## src/rtl/fsm_stream_sequencer.sv

```systemverilog
// Serializes WIDTH-bit words LSB-first into three sequence detectors and posts per-word hit/mismatch results.
// Latency: a word accepted at edge E0 has its result valid after edge E_WIDTH; words stream back-to-back.
// Backpressure: a finished result waits in the accumulators while the result slot is busy; no new word is taken until it moves to the slot.
module fsm_stream_sequencer #(
  parameter int WIDTH      = 14,
  parameter int RST_CYCLES = 10,
  parameter int CNT_W      = 16,
  parameter int HIT_W      = $clog2(WIDTH + 1)
) (
  input  logic              clk,
  input  logic              rstn,
  input  logic              clear,
  input  logic              word_valid,
  input  logic [WIDTH-1:0]  word_data,
  output logic              word_ready,
  output logic              det_rstn,
  output logic              det_in,
  input  logic              det_moor,
  input  logic              det_mealy,
  input  logic              det_gate,
  output logic              result_valid,
  input  logic              result_ready,
  output logic [HIT_W-1:0]  result_hits,
  output logic              result_err,
  output logic [CNT_W-1:0]  total_err_cnt
);

  localparam int BW  = $clog2(WIDTH);
  localparam int RCW = $clog2(RST_CYCLES + 1);

  typedef enum logic [1:0] {DRST, IDLE, SHIFT} state_t;

  state_t             state_q, state_d;
  logic [RCW-1:0]     rst_cnt_q, rst_cnt_d;
  logic [BW-1:0]      bit_cnt_q, bit_cnt_d;
  logic [WIDTH-1:0]   shreg_q, shreg_d;
  logic [HIT_W-1:0]   acc_hits_q, acc_hits_d;
  logic               acc_err_q, acc_err_d;
  logic               hold_q, hold_d;
  logic               res_vld_q, res_vld_d;
  logic [HIT_W-1:0]   res_hits_q, res_hits_d;
  logic               res_err_q, res_err_d;
  logic [CNT_W-1:0]   total_q, total_d;
  logic               det_rstn_q, det_rstn_d;

  logic               last_bit;
  logic               slot_free;
  logic               accept;
  logic               mismatch;

  assign last_bit  = (state_q == SHIFT) && (bit_cnt_q == BW'(WIDTH - 1));
  assign slot_free = !res_vld_q || result_ready;
  assign mismatch  = !((det_moor == det_mealy) && (det_mealy == det_gate));
  assign accept    = word_valid && word_ready;

  // Word handshake: open in IDLE unless a finished result is still parked, and on the last bit only if the slot frees up
  always_comb begin
    word_ready = 1'b0;
    if (state_q == IDLE) begin
      word_ready = !hold_q;
    end else if (last_bit) begin
      word_ready = slot_free;
    end
  end

  // Next-state, sampling and result-slot logic; clear overrides everything at the end
  always_comb begin
    logic [HIT_W-1:0] hits_next;
    logic             err_next;

    state_d    = state_q;
    rst_cnt_d  = rst_cnt_q;
    bit_cnt_d  = bit_cnt_q;
    shreg_d    = shreg_q;
    acc_hits_d = acc_hits_q;
    acc_err_d  = acc_err_q;
    hold_d     = hold_q;
    res_vld_d  = res_vld_q;
    res_hits_d = res_hits_q;
    res_err_d  = res_err_q;
    total_d    = total_q;
    hits_next  = acc_hits_q + HIT_W'(det_moor);
    err_next   = acc_err_q | mismatch;

    if (res_vld_q && result_ready) begin
      res_vld_d = 1'b0;
    end

    case (state_q)
      DRST: begin
        if (rst_cnt_q == '0) begin
          state_d = IDLE;
        end else begin
          rst_cnt_d = rst_cnt_q - RCW'(1);
        end
      end

      IDLE: begin
        // A result parked behind a busy slot moves over as soon as the slot frees
        if (hold_q && slot_free) begin
          res_vld_d  = 1'b1;
          res_hits_d = acc_hits_q;
          res_err_d  = acc_err_q;
          acc_hits_d = '0;
          acc_err_d  = 1'b0;
          hold_d     = 1'b0;
        end
        if (accept) begin
          shreg_d   = word_data;
          bit_cnt_d = '0;
          state_d   = SHIFT;
        end
      end

      SHIFT: begin
        shreg_d   = shreg_q >> 1;
        bit_cnt_d = bit_cnt_q + BW'(1);
        if (mismatch && (total_q != {CNT_W{1'b1}})) begin
          total_d = total_q + CNT_W'(1);
        end
        if (last_bit) begin
          if (slot_free) begin
            res_vld_d  = 1'b1;
            res_hits_d = hits_next;
            res_err_d  = err_next;
            acc_hits_d = '0;
            acc_err_d  = 1'b0;
          end else begin
            acc_hits_d = hits_next;
            acc_err_d  = err_next;
            hold_d     = 1'b1;
          end
          if (accept) begin
            shreg_d   = word_data;
            bit_cnt_d = '0;
          end else begin
            state_d = IDLE;
          end
        end else begin
          acc_hits_d = hits_next;
          acc_err_d  = err_next;
        end
      end

      default: state_d = DRST;
    endcase

    if (clear) begin
      state_d    = DRST;
      rst_cnt_d  = RCW'(RST_CYCLES);
      bit_cnt_d  = '0;
      shreg_d    = '0;
      acc_hits_d = '0;
      acc_err_d  = 1'b0;
      hold_d     = 1'b0;
      res_vld_d  = 1'b0;
      res_hits_d = '0;
      res_err_d  = 1'b0;
      total_d    = '0;
    end

    det_rstn_d = (state_d != DRST);
  end

  // State register; rstn has priority over clear and over every handshake
  always_ff @(posedge clk) begin
    if (!rstn) begin
      state_q    <= DRST;
      rst_cnt_q  <= RCW'(RST_CYCLES);
      bit_cnt_q  <= '0;
      shreg_q    <= '0;
      acc_hits_q <= '0;
      acc_err_q  <= 1'b0;
      hold_q     <= 1'b0;
      res_vld_q  <= 1'b0;
      res_hits_q <= '0;
      res_err_q  <= 1'b0;
      total_q    <= '0;
      det_rstn_q <= 1'b0;
    end else begin
      state_q    <= state_d;
      rst_cnt_q  <= rst_cnt_d;
      bit_cnt_q  <= bit_cnt_d;
      shreg_q    <= shreg_d;
      acc_hits_q <= acc_hits_d;
      acc_err_q  <= acc_err_d;
      hold_q     <= hold_d;
      res_vld_q  <= res_vld_d;
      res_hits_q <= res_hits_d;
      res_err_q  <= res_err_d;
      total_q    <= total_d;
      det_rstn_q <= det_rstn_d;
    end
  end

  assign det_rstn      = det_rstn_q;
  assign det_in        = (state_q == SHIFT) && shreg_q[0];
  assign result_valid  = res_vld_q;
  assign result_hits   = res_hits_q;
  assign result_err    = res_err_q;
  assign total_err_cnt = total_q;

endmodule

```

## config.mk

```make
export PLATFORM = sky130hd
export DESIGN_NAME = fsm_stream_sequencer
export DESIGN_NICKNAME = d
export VERILOG_FILES = /design/src/rtl/fsm_stream_sequencer.sv
export SDC_FILE = /design/constraint.sdc
export NUM_CORES = 1
export LEC_CHECK = 0
export ABC_AREA = 1
export CORE_MARGIN = 4
export CORE_UTILIZATION = 55
export CTS_CLUSTER_SIZE = 40
export DETAILED_ROUTE_END_ITERATION = 6
export GPL_ROUTABILITY_DRIVEN = 0
export PLACE_DENSITY_LB_ADDON = 0.05
export SYNTH_ARGS = -nofsm -noshare
export SYNTH_HDL_FRONTEND = slang
export SYNTH_SLANG_ARGS = --single-unit
```

## constraint.sdc

```tcl
create_clock -name clk -period 4 [get_ports clk]
set_input_delay 0.8 -clock clk [delete_from_list [all_inputs] [get_ports clk]]
set_output_delay 0.8 -clock clk [all_outputs]
set_load 0.02 [all_outputs]
```

# Word level (Yosys, flattened, before mapping)
# Index checks and enable logic that the tools add are counted.
# op_classes
add_sub_neg,4
bitwise_logic,3
mul,0
reduce_logical,22
shift,0
div_mod_pow,0
eq_ne,11
mux,40
order_cmp,0
# op_table
cell,count
$mux W14,3
$mux W4,9
$pmux W14 S2,1
$pmux W4 S2,3
$add A16 B1 Y16 const B,1
$ne A16 B16 Y1 const B,1
$mux W1,14
$mux W2,5
$ne A2 B2 Y1 const B,4
$pmux W1 S2,4
$reduce_and A2 Y1,4
$reduce_and A4 Y1,2
$logic_and A1 B1 Y1,7
$pmux W2 S3,1
$add A4 B1 Y4,1
$add A4 B1 Y4 const B,1
$eq A4 B4 Y1 const B,1
$logic_not A4 Y1,1
$reduce_bool A2 Y1,2
$sub A4 B1 Y4 const B,1
$logic_not A1 Y1,3
$eq A1 B1 Y1,2
$eq A2 B1 Y1 const B,1
$eq A2 B2 Y1 const B,1
other kinds (6),7
# totals
output_inout_bits,25
wordCells,92
mem_bits_rw,0
latchBits,0
rom_bits,0
register_bits,53
mem_count,0
in_bits,22

# Depth between registers and ports, before layout
# logic_depth
depth_word,10
mapped_depth,12
ltp_nobuf,11

# Worst setup path before layout
# No wires, ideal clock.
# synth_path
path_kind,input to output
start,input result_ready
end,output word_ready
n_path_buf,0
required_ps,3200
t_arrival_ps,1339
path_slack_ps,1861
stages,5
path_cell_list,inv_1 > nand2_1 > nand2_1 > o21bai_4 > and2_2
# synth_between
elab_chain_len,3
# synth_rtl
element,line,rtl
start: declaration,22,"input logic result_ready,"
$logic_or A1 B1 Y1,52,assign slot_free = !res_vld_q || result_ready;
$mux W1,61,end else if (last_bit) begin
$mux W1,59,if (state_q == IDLE) begin
end: declaration,15,"output logic word_ready,"
# Every way passes these cells.

# Worst setup path in the final report
# Ends and elaborated chain as after synthesis.

==> summary.md <==
| Metric | Value |
|---|---|
| Clk Latency, worst-skew pair | 0.30 ns |
| Row cnt | 26 |
| Cts-stage hold buffer count | 0 |
| Actual slew at the worst max-slew pin | 0.8798 ns |
| Part of the cycle the worst path needs | 79.81% |
| CTS root buf | clkbuf_8 |
| DR vias | 2743 |
| Internal power | 0.6954 mW |
| Part of the power in registers | 59.6% |
| CP Cell Sequence | clkdlybuf4s50_1 > inv_1 > nand2_1 > nand2_1 > o21bai_4 > and2_2 > clkdlybuf4s50_1 |
| Post-Place Cell Area | 3465 um2 |
| Area of the mapped netlist | 3015 um2 |
| Grt total ovfl | 0 |
| N_diodes | 0 |
| CP max stage delay | 0.59 ns |
| Post-CTS Resized | 0 |
| Initial Utilization | 57.93% |
| Syn Nets | 450 |
| CP Capture Type | output port |
| Final setup fails | 0 |
| Placed cell count | 520 |
| Switching Share | 21.95% |
| Synth area leaders | dfxtp_1 (35%), nand2_1 (12%), nor2_1 (6.2%), a21oi_2 (6.1%), inv_1 (5.1%) |
| Ys Warns | 0 |
| Status | finished, final reports clean |
| # DRC | 0 |
| Unrepaired setup endpoints after global routing | no |
| DR vias/cell | 5.205 |
| Min cycle time layout | 3.192 ns |
| WP data arrival | 2.39 ns |
| Die area | 6731 um2 |
| Clock power share | 34.6% |
| Sequential area share after synthesis | 35.19% |
| EDFF count, synth | 0 |
| Post-CTS setup buffer count | 0 |
| Req. time, crit path | 3.20 ns |
| CP max-delay cell | clkdlybuf4s50_1 |
| Main synth FF type | dfxtp_1 |
| Maximum capacitance violations | 0 |
| Fraction of layout cells with a size suffix above 1 | 10.72% |
| Async SR Flop Fraction | 0% |
| Number of routed nets with antenna violations | 0 |
| Fin nets | 489 |
| Slew Viols, Final | 0 |
| Peak fanout along the critical path | 3 |
| Die X | 82.05 um |
| Leak | 1.356 nW |
| Largest net degree at the start of global routing | 38 |
| Commonest cells in the synthesized netlist | nand2_1 (94), dfxtp_1 (53), nor2_1 (50) |
| Share of the synthesized area in the top cell type | 35.19% |
| Initial antenna violation count | 0 |
| CTS Buf Count | 5 |
| Clk buf depth | 2 |
| Switching power summed over all nets | 0.1955 mW |
| Post-synth top area cell | dfxtp_1 |
| Pwr per Cell Area | 250.9 nW/um2 |
| Hold WC Path Type | flop to flop |
| Die height | 82.05 um |
| Top-count cell post-synth | nand2_1 |
| Post-DP HPWL | 4439 um |
| Clk slew on worst S/H paths | 0.09 ns |
| Final Hold Viols | 0 |
| Total track usage | 20.31% |
| Core Area | 5205 um2 |
| Hold path depth | 1 |
| Crit path kind | input pin to output port |
| Synth Instances | 418 |
| Layout Skew | 0.003722 ns |
| Maximum clock rate | 313.2 MHz |
| Layout area overhead | 17.76% |
| VDD IR max | 0.1491 mV |
| CP Launch Type | input pin |
| Setup TNS | 0 ns |
| Vias in the first global route | 2602 |
| Combinational fraction of design power | 5.8% |
| Pwr Total | 0.8909 mW |
| Syn_area_per_cell | 7.214 um2 |
| Post-detailed-route wirelength per cell | 11.87 um |
| First-pass GRT wire length | 11020 um |
| Drt total wl | 6255 um |
| CTS tree | done |
| CTS H-tree lvls | 2 |
| Drt first pass iters | 4 |
| Port Buffers | 46 |
| Unique masters post-synth | 41 |
| Seq cells post-synth | 53 |
| Hold WS | 0.4541 ns |
| Starting DRT DRC Count | 142 |
| Post-Layout Cell Count | 527 |
| Clock tree sinks | 53 |
| Worst-case reg-to-reg path depth | 9 |
| Post-Layout Inst Area | 3551 um2 |
| Slew headroom | 41.28% |
| Top Ports | 47 |
| Fillers | 454 |
## metrics by stage
step	util, %	setup slack, ns
5_1_grt	68.22	0.7231
4_1_cts	68.22	0.7870
3_3_place_gp	66.56	0.7958
6_report	68.22	0.8076
3_5_place_dp	66.56	0.7952
2_1_floorplan	-	1.861
## worst max-delay path, delay by kind of cell
family | cells | cell delay, ns
simple gates | 3 | 0.36
compound gates | 1 | 0.15
buf+inv | 3 | 1.09
## registers in the layout (all words and copies together) (netlist names)
signal	cells
acc_err_q	1
acc_hits_q	4
bit_cnt_q	4
det_rstn	1
hold_q	1
result_err	1
result_hits	4
result_valid	1
rst_cnt_q	4
shreg_q	14
state_q	2
total_err_cnt	16
## cells by family (layout without fill, tap and decap cells)
logic type,Yosys count,after routing,synth area share (%)
AO/OA/AOI/OAI,80,80,17.22
XOR/XNOR,16,16,4.647
adder cells (fa/ha/maj),10,10,4.149
buffers and inverters,63,102,9.751
flip-flops,53,53,35.19
AND/OR/NAND/NOR,196,196,29.05
## worst paths after layout
path	endpoint	startpoint	slack [ns]
setup / recovery	word_ready	result_ready	0.81
hold / removal	rst_cnt_q[0]	rst_cnt_q[0]	0.45
setup reg to reg	total_err_cnt[11]	state_q[0]	1.31
hold reg to reg	rst_cnt_q[0]	rst_cnt_q[0]	0.45
## power groups by stage
stage                     sequential, mW  clock, mW  combinational (mW)
after floorplan                    0.543          0              0.0244
final                              0.531      0.309              0.0513
after CTS                          0.531      0.314              0.0517
after detailed placement           0.543          0              0.0515
after global placement             0.543          0              0.0508
after global routing               0.531      0.336              0.0568
## placed cells by master (no fill, tap or decap), types with 2 or more instances in the layout
| cell | count |
|---|---|
| o21ai_1 | 3 |
| o21ai_0 | 27 |
| inv_1 | 41 |
| or2_2 | 2 |
| nor2_1 | 50 |
| nor3_2 | 3 |
| ha_1 | 10 |
| a21oi_2 | 21 |
| nand3_1 | 25 |
| buf_4 | 3 |
| nor3_1 | 8 |
| nand3b_1 | 2 |
| nand2_1 | 94 |
| dfxtp_1 | 53 |
| xor2_1 | 15 |
| a21oi_1 | 20 |
| clkbuf_8 | 6 |
| inv_2 | 5 |
| clkdlybuf4s50_1 | 46 |
| nand4_1 | 2 |
| a31oi_1 | 3 |
## layout make-up
type	count	area (um2)	share of cell area (%)
Clock buffer	7	86.33	2.431
Multi-Input combinational cell	302	1660	46.76
Tap cell	70	87.58	2.467
Inverter	46	172.7	4.863
Sequential cell	53	1061	29.88
Timing Repair Buffer	49	483.0	13.60
## routing by layer
| layer | vias up | wire length [um] | track usage [%] |
|---|---|---|---|
| met2 | 66 | 3108 | 36.67 |
| met5 | - | 0 | 0 |
| li1 | 1416 | - | - |
| met1 | 1251 | 2796 | 24.16 |
| met4 | 0 | 71 | 5.316 |
| met3 | 10 | 278 | 4.386 |
Note: power is estimated with default switching activity, not from simulation.
